[config.mk]
export PLATFORM = sky130hd
export DESIGN_NAME = mycpu_trace_capture_flat
export DESIGN_NICKNAME = d
export VERILOG_FILES = /design/src/rtl/mycpu_trace_capture_if.sv /design/src/rtl/mycpu_trace_capture.sv /design/src/flat_wrapper.sv
export SDC_FILE = /design/constraint.sdc
export NUM_CORES = 1
export LEC_CHECK = 0
export BUFFER_PORTS_ARGS = -buffer_cell sky130_fd_sc_hd__buf_2
export CORE_MARGIN = 4
export CORE_UTILIZATION = 61
export DETAILED_ROUTE_END_ITERATION = 6
export PLACE_DENSITY = 0.89
export RECOVER_POWER = 50
export SLEW_MARGIN = 5
export SYNTH_ARGS = -nofsm -noshare
export SYNTH_HDL_FRONTEND = slang
export SYNTH_SLANG_ARGS = --single-unit
[constraint.sdc]
create_clock -name clk -period 14.35 [get_ports clk]
set_input_delay 3.5875 -clock clk [delete_from_list [all_inputs] [get_ports clk]]
set_output_delay 3.5875 -clock clk [all_outputs]
set_load 0.02 [all_outputs]
[src/rtl/mycpu_trace_capture_if.sv]
// CPU bus snoop and record read-out bundle for the trace capture unit.
// The master side drives the CPU bus and consumes records; the slave side is the capture unit.
interface mycpu_trace_capture_if #(
    parameter int AW  = 16,
    parameter int DW  = 16,
    parameter int TSW = 16
);
    localparam int RW = 2 + TSW + AW + DW;

    logic [AW-1:0] a_out;
    logic [DW-1:0] d_out;
    logic [DW-1:0] d_in;
    logic [DW-1:0] io_in;
    logic          wen_out;
    logic          iom_out;
    logic          cpu_halt;
    logic          rd_valid;
    logic          rd_ready;
    logic [RW-1:0] rd_data;

    modport master (
        output a_out, d_out, d_in, io_in, wen_out, iom_out, cpu_halt, rd_ready,
        input  rd_valid, rd_data
    );

    modport slave (
        input  a_out, d_out, d_in, io_in, wen_out, iom_out, cpu_halt, rd_ready,
        output rd_valid, rd_data
    );
endinterface

[src/rtl/mycpu_trace_capture.sv]
// Bus trace capture: filters CPU bus cycles, timestamps them and queues them in a FIFO
// for a consumer, with optional address trigger and stop-or-overwrite on full.
module mycpu_trace_capture #(
    parameter int AW           = 16,
    parameter int DW           = 16,
    parameter int DEPTH        = 16,
    parameter int TSW          = 16,
    parameter int STOP_ON_FULL = 1
) (
    input  logic                   clk,
    input  logic                   rst_n,
    mycpu_trace_capture_if.slave   bus,
    input  logic [1:0]             mode,
    input  logic                   arm,
    input  logic                   trig_en,
    input  logic [AW-1:0]          trig_addr,
    input  logic                   clear,
    output logic [$clog2(DEPTH):0] count,
    output logic                   overflow,
    output logic [1:0]             state
);
    localparam int RW = 2 + TSW + AW + DW;
    localparam int PW = $clog2(DEPTH);
    localparam int CW = PW + 1;

    typedef enum logic [1:0] {
        IDLE    = 2'b00,
        ARMED   = 2'b01,
        CAPTURE = 2'b10,
        DONE    = 2'b11
    } state_e;

    state_e          state_q, state_d;
    logic [TSW-1:0]  ts_q;
    logic [PW-1:0]   wrPtr_q, wrPtr_d;
    logic [PW-1:0]   rdPtr_q, rdPtr_d;
    logic [CW-1:0]   count_q, count_d;
    logic            overflow_q, overflow_d;
    logic [RW-1:0]   mem_q [DEPTH];

    logic [1:0]      kind;
    logic [DW-1:0]   data;
    logic            qualify;
    logic            pushReq;
    logic            full;
    logic            pop;
    logic            doWrite;
    logic            overwrite;
    logic            dropped;
    logic [RW-1:0]   record;

    // kind bit 0 is iom XOR wen, which maps the four bus cycle types onto 00/01/10/11
    always_comb begin
        kind = {bus.wen_out, bus.iom_out ^ bus.wen_out};
        if (!bus.wen_out) begin
            data = bus.d_out;
        end else if (bus.iom_out) begin
            data = bus.io_in;
        end else begin
            data = bus.d_in;
        end
        case (mode)
            2'b01:   qualify = (kind == 2'b01) || (kind == 2'b10);
            2'b10:   qualify = (kind != 2'b11);
            2'b11:   qualify = 1'b1;
            default: qualify = 1'b0;
        endcase
        record = {kind, ts_q, bus.a_out, data};
    end

    assign full = (count_q == CW'(DEPTH));
    assign pop  = (count_q != '0) && bus.rd_ready;

    always_comb begin
        state_d = state_q;
        pushReq = 1'b0;
        case (state_q)
            IDLE, DONE: begin
                if (arm) begin
                    state_d = trig_en ? ARMED : CAPTURE;
                end
            end
            ARMED: begin
                if (qualify && (bus.a_out == trig_addr)) begin
                    pushReq = 1'b1;
                    state_d = CAPTURE;
                end
                if (bus.cpu_halt) begin
                    state_d = DONE;
                end
            end
            CAPTURE: begin
                pushReq = qualify;
                if (bus.cpu_halt) begin
                    state_d = DONE;
                end
            end
            default: state_d = IDLE;
        endcase
        if (pushReq && full && !pop && (STOP_ON_FULL != 0)) begin
            state_d = DONE;
        end
        if (clear) begin
            state_d = IDLE;
        end
    end

    // A simultaneous pop frees the slot, so only an unmatched push into a full buffer overflows
    always_comb begin
        dropped    = pushReq && full && !pop;
        doWrite    = pushReq && (!full || pop || (STOP_ON_FULL == 0));
        overwrite  = doWrite && full && !pop;
        wrPtr_d    = wrPtr_q + PW'(doWrite);
        rdPtr_d    = rdPtr_q + PW'(pop || overwrite);
        count_d    = count_q + CW'(doWrite && !overwrite) - CW'(pop);
        overflow_d = overflow_q || dropped;
        if (clear) begin
            wrPtr_d    = '0;
            rdPtr_d    = '0;
            count_d    = '0;
            overflow_d = 1'b0;
        end
    end

    always_ff @(posedge clk) begin
        if (!rst_n) begin
            state_q    <= IDLE;
            ts_q       <= '0;
            wrPtr_q    <= '0;
            rdPtr_q    <= '0;
            count_q    <= '0;
            overflow_q <= 1'b0;
        end else begin
            state_q    <= state_d;
            ts_q       <= ts_q + TSW'(1);
            wrPtr_q    <= wrPtr_d;
            rdPtr_q    <= rdPtr_d;
            count_q    <= count_d;
            overflow_q <= overflow_d;
        end
    end

    always_ff @(posedge clk) begin
        if (doWrite && !clear) begin
            mem_q[wrPtr_q] <= record;
        end
    end

    assign bus.rd_valid = (count_q != '0);
    assign bus.rd_data  = (rst_n && (count_q != '0)) ? mem_q[rdPtr_q] : '0;
    assign count        = count_q;
    assign overflow     = overflow_q;
    assign state        = state_q;
endmodule

[src/flat_wrapper.sv]
// flat-port wrapper written by rule: the top's interface ports become plain ports
module mycpu_trace_capture_flat 
#(
    parameter int AW           = 16,
    parameter int DW           = 16,
    parameter int DEPTH        = 16,
    parameter int TSW          = 16,
    parameter int STOP_ON_FULL = 1
)
  (clk, rst_n, mode, arm, trig_en, trig_addr, clear, count, overflow, state, bus_a_out, bus_d_out, bus_d_in, bus_io_in, bus_wen_out, bus_iom_out, bus_cpu_halt, bus_rd_ready, bus_rd_valid, bus_rd_data);
  mycpu_trace_capture_if #(.AW(AW), .DW(DW), .TSW(TSW)) bus_i ();
  input  logic clk;
  input  logic rst_n;
  input  logic [1:0] mode;
  input  logic arm;
  input  logic trig_en;
  input  logic [AW-1:0] trig_addr;
  input  logic clear;
  output logic [$clog2(DEPTH):0] count;
  output logic overflow;
  output logic [1:0] state;
  input wire logic [$bits(bus_i.a_out)-1:0] bus_a_out;
  input wire logic [$bits(bus_i.d_out)-1:0] bus_d_out;
  input wire logic [$bits(bus_i.d_in)-1:0] bus_d_in;
  input wire logic [$bits(bus_i.io_in)-1:0] bus_io_in;
  input wire logic [$bits(bus_i.wen_out)-1:0] bus_wen_out;
  input wire logic [$bits(bus_i.iom_out)-1:0] bus_iom_out;
  input wire logic [$bits(bus_i.cpu_halt)-1:0] bus_cpu_halt;
  input wire logic [$bits(bus_i.rd_ready)-1:0] bus_rd_ready;
  output wire logic [$bits(bus_i.rd_valid)-1:0] bus_rd_valid;
  output wire logic [$bits(bus_i.rd_data)-1:0] bus_rd_data;
  assign bus_i.a_out = bus_a_out;
  assign bus_i.d_out = bus_d_out;
  assign bus_i.d_in = bus_d_in;
  assign bus_i.io_in = bus_io_in;
  assign bus_i.wen_out = bus_wen_out;
  assign bus_i.iom_out = bus_iom_out;
  assign bus_i.cpu_halt = bus_cpu_halt;
  assign bus_i.rd_ready = bus_rd_ready;
  assign bus_rd_valid = bus_i.rd_valid;
  assign bus_rd_data = bus_i.rd_data;
  mycpu_trace_capture #(.AW(AW), .DW(DW), .DEPTH(DEPTH), .TSW(TSW), .STOP_ON_FULL(STOP_ON_FULL)) u_core (.clk(clk), .rst_n(rst_n), .bus(bus_i), .mode(mode), .arm(arm), .trig_en(trig_en), .trig_addr(trig_addr), .clear(clear), .count(count), .overflow(overflow), .state(state));
endmodule
==> flow_metrics.py, run 1 <==
metrics = {
    "timing": {
        "setup_viol": 0,
        "fin_crit_sh": 0.746,
        "tightest_slew_ps": 2370,
        "skew_ps": 13.9,
        "rsz0062_at_grt": "no",
        "final_hold_viol_count": 0,
        "max_slew_margin": -0.582,
        "fin_crit_ps": 10710,
        "fin_tns_setup_ps": 0,
        "finalMaxSlewViolations": 154,
        "fmax_ghz": 0.0934,
    },
    "synth": {
        "synthDistinctLibCells": 38,
        "synth_compound_area_frac": 0.00682,
        "synth_xor_area_frac": 0.00944,
        "synth_edf_count": 800,
        "synth-main-ff-cell": "edfxtp_1",
        "async_flop_share": 0,
        "synth_warnings": 0,
        "synth.cell_area_um2": 32500,
        "syn_inst": 1436,
        "syn_avg_cell_area_um2": 22.6,
        "ys_seq_elements": 832,
        "synth-simple-area-share": 0.0278,
        "synthAdderAreaFrac": 0.00601,
        "synth.area.mux_share": 0.178,
        "syn-num-nets": 1542,
        "ys_seq_area_frac": 0.760,
        "synth_top_family_by_area": "multiplexers",
    },
    "clock_tree": {
        "numCtsBuffers": 78,
        "tritoncts": "built",
        "clock_latency_ps": 620,
        "clock_sinks": 832,
        "htree_levels": 3,
        "hold_buffers": 0,
        "path_clk_slew_ps": 60,
        "post_cts_buffers": 0,
        "cts_resized": 0,
        "clock_path_buffers": 3,
        "cts_root_buf": "clkbuf_16",
    },
    "placement": {
        "dpl_cell_area_um2": 34100,
        "numPortBuffers": 149,
        "hpwl_um": 40100,
        "dpl.cell_count": 2226,
        "place.gp.congestion": 0.752,
    },
    "floorplan": {
        "rows": 84,
        "initial_utilization": 0.617,
        "die_h_um": 239,
        "die_area_um2": 57000,
        "ioPinCount": 150,
        "coreArea_um2": 52700,
        "die_width_um": 239,
    },
    "setup_path": {
        "end_kind": "output port",
        "cp_max_fo": 45,
        "worstPathRequired_ps": 10760,
        "worstSetupStartpoint": "rst_n",
        "cp-start-kind": "input port",
        "r2r_start": "u_core.state[0]",
        "crit_type": "in2out",
        "arrival_ps": 7120,
    },
    "cells_and_area": {
        "stdcell_area_um2": 36400,
        "final_net_count": 1724,
        "final_cell_mix": "800 x edfxtp_1, 250 x mux4_2, 123 x buf_2",
        "area_delta_synth_final_pct": 12.2,
        "layout.cells.non_filler": 2365,
        "fillCellCount": 2920,
        "final_common_cell": "edfxtp_1",
        "multiInputGateArea_um2": 7490,
        "seq_area_um2": 24700,
        "drive_gt1_frac": 0.314,
        "num_antenna_cells": 0,
    },
    "min_path": {
        "hp-class": "reg2reg",
        "hp-start": "u_core.overflow",
    },
    "power_and_ir_drop": {
        "power_density_nw_per_um2": 145,
        "p_leak_nw": 11.8,
        "ir_drop_v": 0.000132,
    },
    "detailed_routing": {
        "vias": 16900,
        "drt_iter0_drc": 2568,
        "drc": 0,
        "drt_wl_total_um": 82800,
        "drtPass1Iterations": 6,
        "ant_nets": 0,
        "wl_per_cell_um": 35.0,
        "post_drt_via_cell_ratio": 7.13,
    },
    "global_routing": {
        "antenna_found_initial": 2,
        "grt_pass1_vias": 17500,
        "grt_max_degree": 78,
        "grt.total_usage": 0.297,
        "grt_pass1_wl_um": 121000,
        "grt_overflow": 0,
    },
    "job": {
        "drv_cap": 4,
    },
    "status": {
        "outcome": "finished, violations left",
        "violations": "max-capacitance violations, max-slew violations",
    },
}
-- critical path, cell delays in order --
cell and delay, ps:
clkbuf_1 1120, clkbuf_1 1730, and3_1 440, buf_2 190
-- metrics by stage --
step / total power [mW] / setup slack, ps / util / hold slack, ps
3_3_place_gp: 3.30 / 5730 / 0.647 / 451
6_report: 5.28 / 3640 / 0.692 / 484
4_1_cts: 5.30 / 5560 / 0.693 / 488
3_5_place_dp: 3.32 / 5650 / 0.647 / 472
5_1_grt: 5.45 / 3460 / 0.692 / 505
2_1_floorplan: 3.14 / 3310 / - / 529
-- cell type report --
| cell class | count | area share |
|---|---|---|
| inverter | 14 | 0.00144 |
| sequential | 832 | 0.678 |
| multi-input combinational | 514 | 0.206 |
| clock inverter | 32 | 0.00721 |
| tap | 688 | 0.0236 |
| timing repair buffer | 178 | 0.0252 |
| clock buffer | 107 | 0.0592 |
-- worst paths after layout --
check                          to  slack [ps]  cells past startpoint
max               bus_rd_data[45]        3640                      4
min               u_core.overflow         480                      1
max reg2reg  u_core.mem_q[13][16]       10150                      6
min reg2reg       u_core.overflow         480                      1
-- logic make-up (layout without fill, tap and decap cells) --
kind of cell	count (synthesis)	count (layout)
buffers and inverters	90	331
DFF	832	832
muxes	266	266
adders and majority gates	15	15
AOI/OAI and AO/OA	38	38
xor gates and xnor gates	35	35
and+or+nand+nor	160	160
-- synthesized netlist by cell type (3+ instances only) --
cell / instances / share of area
ha_1: 14 / 0.0054
nand4_1: 5 / 0.00096
nor2_1: 28 / 0.0032
nand2b_1: 4 / 0.00077
a21oi_1: 21 / 0.0032
a21boi_0: 3 / 0.00069
and2_1: 21 / 0.0040
xor2_1: 8 / 0.0022
clkbuf_1: 44 / 0.0051
buf_1: 8 / 0.00092
mux2i_1: 16 / 0.0049
nand3b_1: 3 / 0.00069
o21ai_0: 6 / 0.00092
or3_1: 5 / 0.00096
nor2b_1: 4 / 0.00077
inv_1: 14 / 0.0016
nand3_1: 10 / 0.0015
nand2_1: 4 / 0.00046
nor4_1: 5 / 0.00096
edfxtp_1: 800 / 0.74
dfxtp_1: 32 / 0.020
xnor2_1: 27 / 0.0073
buf_4: 10 / 0.0023
and3_1: 54 / 0.010
mux4_2: 250 / 0.17
nor3_1: 13 / 0.0020
buf_2: 14 / 0.0022
-- layer usage --
layer | vias to the layer above | share of wire | track usage | routed length, µm
li1 | 6415 | - | - | -
met1 | 8674 | 0.33 | 0.391 | 27300
met2 | 1483 | 0.51 | 0.492 | 42600
met3 | 287 | 0.11 | 0.0547 | 8730
met4 | 0 | 0.051 | 0.136 | 4200
met5 | - | 0 | 0 | 0
-- report_power, final --
part           internal (mW)  switching, mW  total (mW)
clock                   1.12          0.879        2.00
combinational          0.240          0.346       0.586
sequential              2.67         0.0211        2.69
-- registers in the layout (all words and copies together) (netlist names) --
name / count
u_core.ts_q: 16
u_core.rdPtr_q: 4
u_core.overflow: 1
u_core.state: 2
u_core.wrPtr_q: 4
u_core.count: 5
u_core.mem_q: 800
Power figures use the tool's default switching activity.
==> run 2, diff against run 1 <==
--- a/config.mk
+++ b/config.mk
@@ -7,9 +7,9 @@
 export LEC_CHECK = 0
 export BUFFER_PORTS_ARGS = -buffer_cell sky130_fd_sc_hd__buf_2
 export CORE_MARGIN = 4
-export CORE_UTILIZATION = 61
+export CORE_UTILIZATION = 55
 export DETAILED_ROUTE_END_ITERATION = 6
-export PLACE_DENSITY = 0.89
+export PLACE_DENSITY = 0.85
 export RECOVER_POWER = 50
 export SLEW_MARGIN = 5
 export SYNTH_ARGS = -nofsm -noshare
==> constraint.sdc (replaced) <==
create_clock -name clk -period 8.7 [get_ports clk]
set_input_delay 2.175 -clock clk [delete_from_list [all_inputs] [get_ports clk]]
set_output_delay 2.175 -clock clk [all_outputs]
set_load 0.02 [all_outputs]
==> run 2 against run 1 <==
Effect of this change:
- the flow still finishes with violations (max-capacitance violations, max-slew violations)
- hold slack got worse by 5.5 ps
- sequential share of layout area decreased by 0.53 points
- combinational power increased by 67%
- via count is 6.4% lower
- non-clock buffer count up 1
- die area up 11%
- critical endpoint is now bus_rd_data[22]
- first-iteration DRC count shrank 27%
- final cell count rose by 3.7%
==> flow_metrics.py, run 2 (synthesized netlist as in run 1, its figures left out) <==
metrics = {
    "setup_path": {
        "crit_type": "in2out",
        "worstPathRequired_ps": 6530,
        "cp-start-kind": "input port",
        "end_kind": "output port",
        "slowest_delay_ps": 1530,
        "cp_max_fo": 37,
        "worstPathCellList": "clkbuf_1 > clkbuf_1 > and3_1 > buf_2",
        "critPathSlowestCell": "clkbuf_1",
        "arrival_ps": 5320,
        "crit_top_cell": "clkbuf_1",
    },
    "placement": {
        "numPortBuffers": 149,
        "post-place-ws_ps": 1550,
        "hpwl_um": 37600,
        "dpl.cell_count": 2303,
        "place.gp.congestion": 0.736,
        "dpl_cell_area_um2": 34200,
    },
    "cells_and_area": {
        "final_net_count": 1726,
        "final_cell_mix": "800 x edfxtp_1, 250 x mux4_2, 113 x buf_2",
        "multiInputGateArea_um2": 7510,
        "layout.cells.non_filler": 2452,
        "final_common_cell": "edfxtp_1",
        "top_register": "u_core.mem_q",
        "fillCellCount": 3633,
        "fin_util": 0.633,
        "stdcell_area_um2": 36700,
        "seq_area_um2": 24700,
        "largest_reg_flops": 800,
        "num_antenna_cells": 0,
        "drive_gt1_frac": 0.309,
        "area_delta_synth_final_pct": 13.0,
    },
    "timing": {
        "fin_crit_ps": 7490,
        "max_slew_margin": -0.878,
        "fmax_ghz": 0.133,
        "skew_ps": 15.0,
        "finalWorstSetupSlack_ps": 1210,
        "final_hold_viol_count": 0,
        "tightest_slew_ps": 2820,
        "setup_viol": 0,
        "fin_crit_sh": 0.861,
        "finalMaxSlewViolations": 160,
        "rsz0062_at_grt": "no",
    },
    "power_and_ir_drop": {
        "p_seq_frac": 0.502,
        "switching_share": 0.232,
        "p_total_mw": 8.80,
        "p_leak_nw": 11.8,
        "combPwrFrac": 0.111,
        "p_switching_mw": 2.04,
        "ir_drop_v": 0.000252,
        "p_clk_frac": 0.387,
        "power_density_nw_per_um2": 240,
        "p_int_mw": 6.76,
    },
    "clock_tree": {
        "clock_latency_ps": 610,
        "path_clk_slew_ps": 50,
        "clock_sinks": 832,
        "numCtsBuffers": 79,
        "tritoncts": "built",
        "hold_buffers": 0,
        "cts_resized": 0,
        "htree_levels": 3,
        "cts_root_buf": "clkbuf_16",
        "clock_path_buffers": 3,
        "post_cts_buffers": 0,
    },
    "floorplan": {
        "coreArea_um2": 58000,
        "die_h_um": 251,
        "die_area_um2": 63000,
        "ioPinCount": 150,
        "die_width_um": 251,
        "initial_utilization": 0.560,
        "rows": 88,
    },
    "detailed_routing": {
        "drtPass1Iterations": 5,
        "drt_wl_total_um": 75400,
        "drt_iter0_drc": 1866,
        "ant_nets": 0,
        "drc": 0,
        "wl_per_cell_um": 30.8,
        "post_drt_via_cell_ratio": 6.44,
        "vias": 15800,
    },
    "global_routing": {
        "grt_max_degree": 143,
        "grt_pass1_vias": 16900,
        "grt.busiest_layer": "met2",
        "grt.met1_usage": 0.307,
        "grt.total_usage": 0.241,
        "grt_pass1_wl_um": 112000,
        "antenna_found_initial": 1,
        "gr-usage-met3": 0.0533,
        "grt_overflow": 0,
        "grtUsageMet2": 0.416,
    },
    "min_path": {
        "hp-class": "reg2reg",
    },
    "status": {
        "outcome": "finished, violations left",
        "violations": "max-capacitance violations, max-slew violations",
    },
    "job": {
        "drv_cap": 4,
    },
}
==> run 2: changes by cell type in the layout (fill, tap and decap cells not counted), sizes merged <==
cell,delta
clkbuf,+9
inv,+3
bufinv,+3
clkinvlp,+1
buf,-10
clkinv,+4
==> run 2: per-stage QoR <==
step,TNS (ps),hold slack [ps]
floorplan,-185390,529
global placement,0,450
detailed placement,0,465
CTS,0,480
global route,0,501
finish,0,478
==> run 2: worst paths after layout <==
check	from	end	slack (ps)	cells after the start
min	u_core.overflow	u_core.overflow	480	1
min reg2reg	u_core.overflow	u_core.overflow	480	1
max	rst_n	bus_rd_data[22]	1210	4
max reg2reg	u_core.count[3]	u_core.count[4]	4100	13
==> run 2: power groups by stage <==
stage	sequential [mW]	clock, mW	combinational (mW)
finish	4.42	3.41	0.976
detailed placement	4.50	0	0.983
CTS	4.41	3.45	0.999
global route	4.42	3.63	1.05
global placement	4.50	0	0.957
floorplan	4.50	0	0.679
==> run 2: layer usage <==
layer	wire, µm	vias up	part of all wire
li1	-	6425	-
met1	26500	8270	0.35
met2	40100	926	0.53
met3	6230	160	0.083
met4	2570	2	0.034
met5	12	-	0.00016
==> run 2: area by class of cell <==
| cell class | count | area share |
|---|---|---|
| Clock buffer | 105 | 0.0588 |
| Tap cell | 765 | 0.0261 |
| Clock inverter | 43 | 0.0108 |
| Sequential cell | 832 | 0.672 |
| Timing Repair Buffer | 179 | 0.0262 |
| Multi-Input combinational cell | 514 | 0.205 |
| Inverter | 14 | 0.00143 |
==> run 2: critical path: cells and delay by family <==
| family | cells | cell delay (ps) |
|---|---|---|
| AND/OR/NAND/NOR | 1 | 390 |
| buffers and inverters | 3 | 2650 |
==> run 3, diff against run 2 <==
--- a/config.mk
+++ b/config.mk
@@ -9,7 +9,7 @@
 export CORE_MARGIN = 4
 export CORE_UTILIZATION = 55
 export DETAILED_ROUTE_END_ITERATION = 6
-export PLACE_DENSITY = 0.85
+export PLACE_DENSITY = 0.76
 export RECOVER_POWER = 50
 export SLEW_MARGIN = 5
 export SYNTH_ARGS = -nofsm -noshare
==> run 3 against run 2 <==
Effect of this change:
- the flow still finishes with violations (max-capacitance violations, max-slew violations)
- combinational power shrank 2%
- count of clock-buffer cells in the layout shrank 11
- utilization is essentially flat
- global-route usage shrank 1.8 points
- non-clock buffer count grew 2
- register-to-register slack gained 960 ps
- final area is essentially flat
- total power shrank 0.97%
- sequential power is essentially flat
- sequential share of layout area is essentially flat
- highest routed layer is now met4
==> flow_metrics.py, run 3 (synthesized netlist as in run 1, its figures left out) <==
metrics = {
    "status": {
        "outcome": "finished, violations left",
        "violations": "max-capacitance violations, max-slew violations",
    },
    "power_and_ir_drop": {
        "p_total_mw": 8.71,
        "ir_drop_v": 0.000217,
        "power_density_nw_per_um2": 237,
        "p_leak_nw": 11.9,
    },
    "clock_tree": {
        "htree_levels": 3,
        "tritoncts": "built",
        "post_cts_buffers": 0,
        "path_clk_slew_ps": 60,
        "hold_buffers": 0,
        "clock_latency_ps": 620,
        "numCtsBuffers": 80,
        "clock_path_buffers": 3,
        "cts_root_buf": "clkbuf_16",
        "cts_resized": 0,
        "clock_sinks": 832,
    },
    "timing": {
        "finalMaxSlewViolations": 51,
        "rsz0062_at_grt": "no",
        "final_hold_viol_count": 0,
        "skew_ps": 17.4,
        "fin_crit_sh": 0.770,
        "tightest_slew_ps": 2150,
        "max_slew_margin": -0.430,
        "fmax_ghz": 0.149,
        "setup_viol": 0,
        "fin_crit_ps": 6700,
    },
    "cells_and_area": {
        "area_delta_synth_final_pct": 13.0,
        "fillCellCount": 3773,
        "top_register": "u_core.mem_q",
        "multiInputGateArea_um2": 7500,
        "final_cell_mix": "800 x edfxtp_1, 250 x mux4_2, 124 x buf_2",
        "final_net_count": 1729,
        "final_common_cell": "edfxtp_1",
        "drive_gt1_frac": 0.321,
        "layout.cells.non_filler": 2452,
        "seq_area_um2": 24700,
        "num_antenna_cells": 0,
        "largest_reg_flops": 800,
    },
    "min_path": {
        "hp-class": "reg2reg",
    },
    "detailed_routing": {
        "wl_per_cell_um": 28.3,
        "post_drt_via_cell_ratio": 6.31,
        "ant_nets": 0,
        "drtPass1Iterations": 5,
        "drt_wl_total_um": 69300,
        "vias": 15500,
        "drt_iter0_drc": 1700,
        "drc": 0,
    },
    "global_routing": {
        "grt_overflow": 0,
        "grt_max_degree": 141,
        "antenna_found_initial": 0,
        "grt_pass1_wl_um": 105000,
        "grt_pass1_vias": 16300,
        "grt.total_usage": 0.223,
    },
    "job": {
        "drv_cap": 1,
    },
    "placement": {
        "dpl.cell_count": 2306,
        "hpwl_um": 35300,
        "place.gp.congestion": 0.729,
        "numPortBuffers": 149,
    },
    "setup_path": {
        "cp_max_fo": 50,
        "reg2reg_depth": 6,
        "rrSetupSlack_ps": 5060,
        "arrival_ps": 6910,
        "timing.rr.end": "u_core.mem_q[10][37]",
        "crit_path_end": "u_core.mem_q[10][37]",
        "worstPathRequired_ps": 8920,
        "worstSetupStartpoint": "bus_wen_out",
        "end_kind": "register",
        "r2r_start": "u_core.state[0]",
        "crit_type": "in2reg",
        "cp-start-kind": "input port",
    },
    "floorplan": {
        "die_width_um": 251,
        "initial_utilization": 0.560,
        "die_h_um": 251,
        "rows": 88,
        "ioPinCount": 150,
        "die_area_um2": 63000,
        "coreArea_um2": 58000,
    },
}
==> run 3: changes by cell type in the layout (fill, tap and decap cells not counted), moves of 3 or more <==
cell,change
bufinv_16,-3
clkbuf_1,-25
buf_4,+4
clkinv_2,+6
clkinv_1,+3
buf_2,+11
==> run 3: how the worst min path moves through the flow <==
stage	depth (start not counted)	slack [ps]	startpoint	endpoint
floorplan	2	530	u_core.wrPtr_q[3]	u_core.wrPtr_q[3]
global placement	1	450	u_core.overflow	u_core.overflow
detailed placement	1	450	u_core.overflow	u_core.overflow
CTS	1	470	u_core.overflow	u_core.overflow
global route	1	500	u_core.overflow	u_core.overflow
finish	1	470	u_core.overflow	u_core.overflow
==> run 3: final cells by class <==
type | count | area share
clock buffers | 94 | 0.0589
clock inverters | 52 | 0.00999
inverters | 14 | 0.00143
multi-input cells | 514 | 0.204
flip-flops and latches | 832 | 0.673
well taps | 765 | 0.0261
repair buffers | 181 | 0.0267
==> run 3: metrics by stage <==
stage                     hold WS, ps  setup TNS [ps]  worst slack, ps  utilization  instance area (µm²)
final                             470               0             2000        0.632                36700
after global routing              501               0             1650        0.632                36700
after CTS                         471               0             2670        0.633                36700
after detailed placement          454               0             2180        0.590                34200
after global placement            452               0             2310        0.590                34200
after floorplan                   529         -185390             -927            -                32500
==> run 3: critical path, cell delays in order <==
cell,delay [ps]
clkbuf_1,1500
ha_1,510
xnor2_1,150
o22ai_1,130
or2_2,290
nand3b_1,750
nor3_1,460
clkbuf_1,890
==> run 3: metal layers <==
layer | track usage | vias to the layer above | part of all wire
li1 | - | 6424 | -
met1 | 0.323 | 8240 | 0.40
met2 | 0.360 | 708 | 0.50
met3 | 0.0390 | 110 | 0.073
met4 | 0.0645 | 0 | 0.023
met5 | 0 | - | 0
==> run 3: report_power, final <==
group	internal [mW]	total [mW]	switching, mW
Sequential	4.40	4.42	0.0182
Clock	1.90	3.34	1.44
Combinational	0.404	0.960	0.555
Total	6.70	8.71	2.01
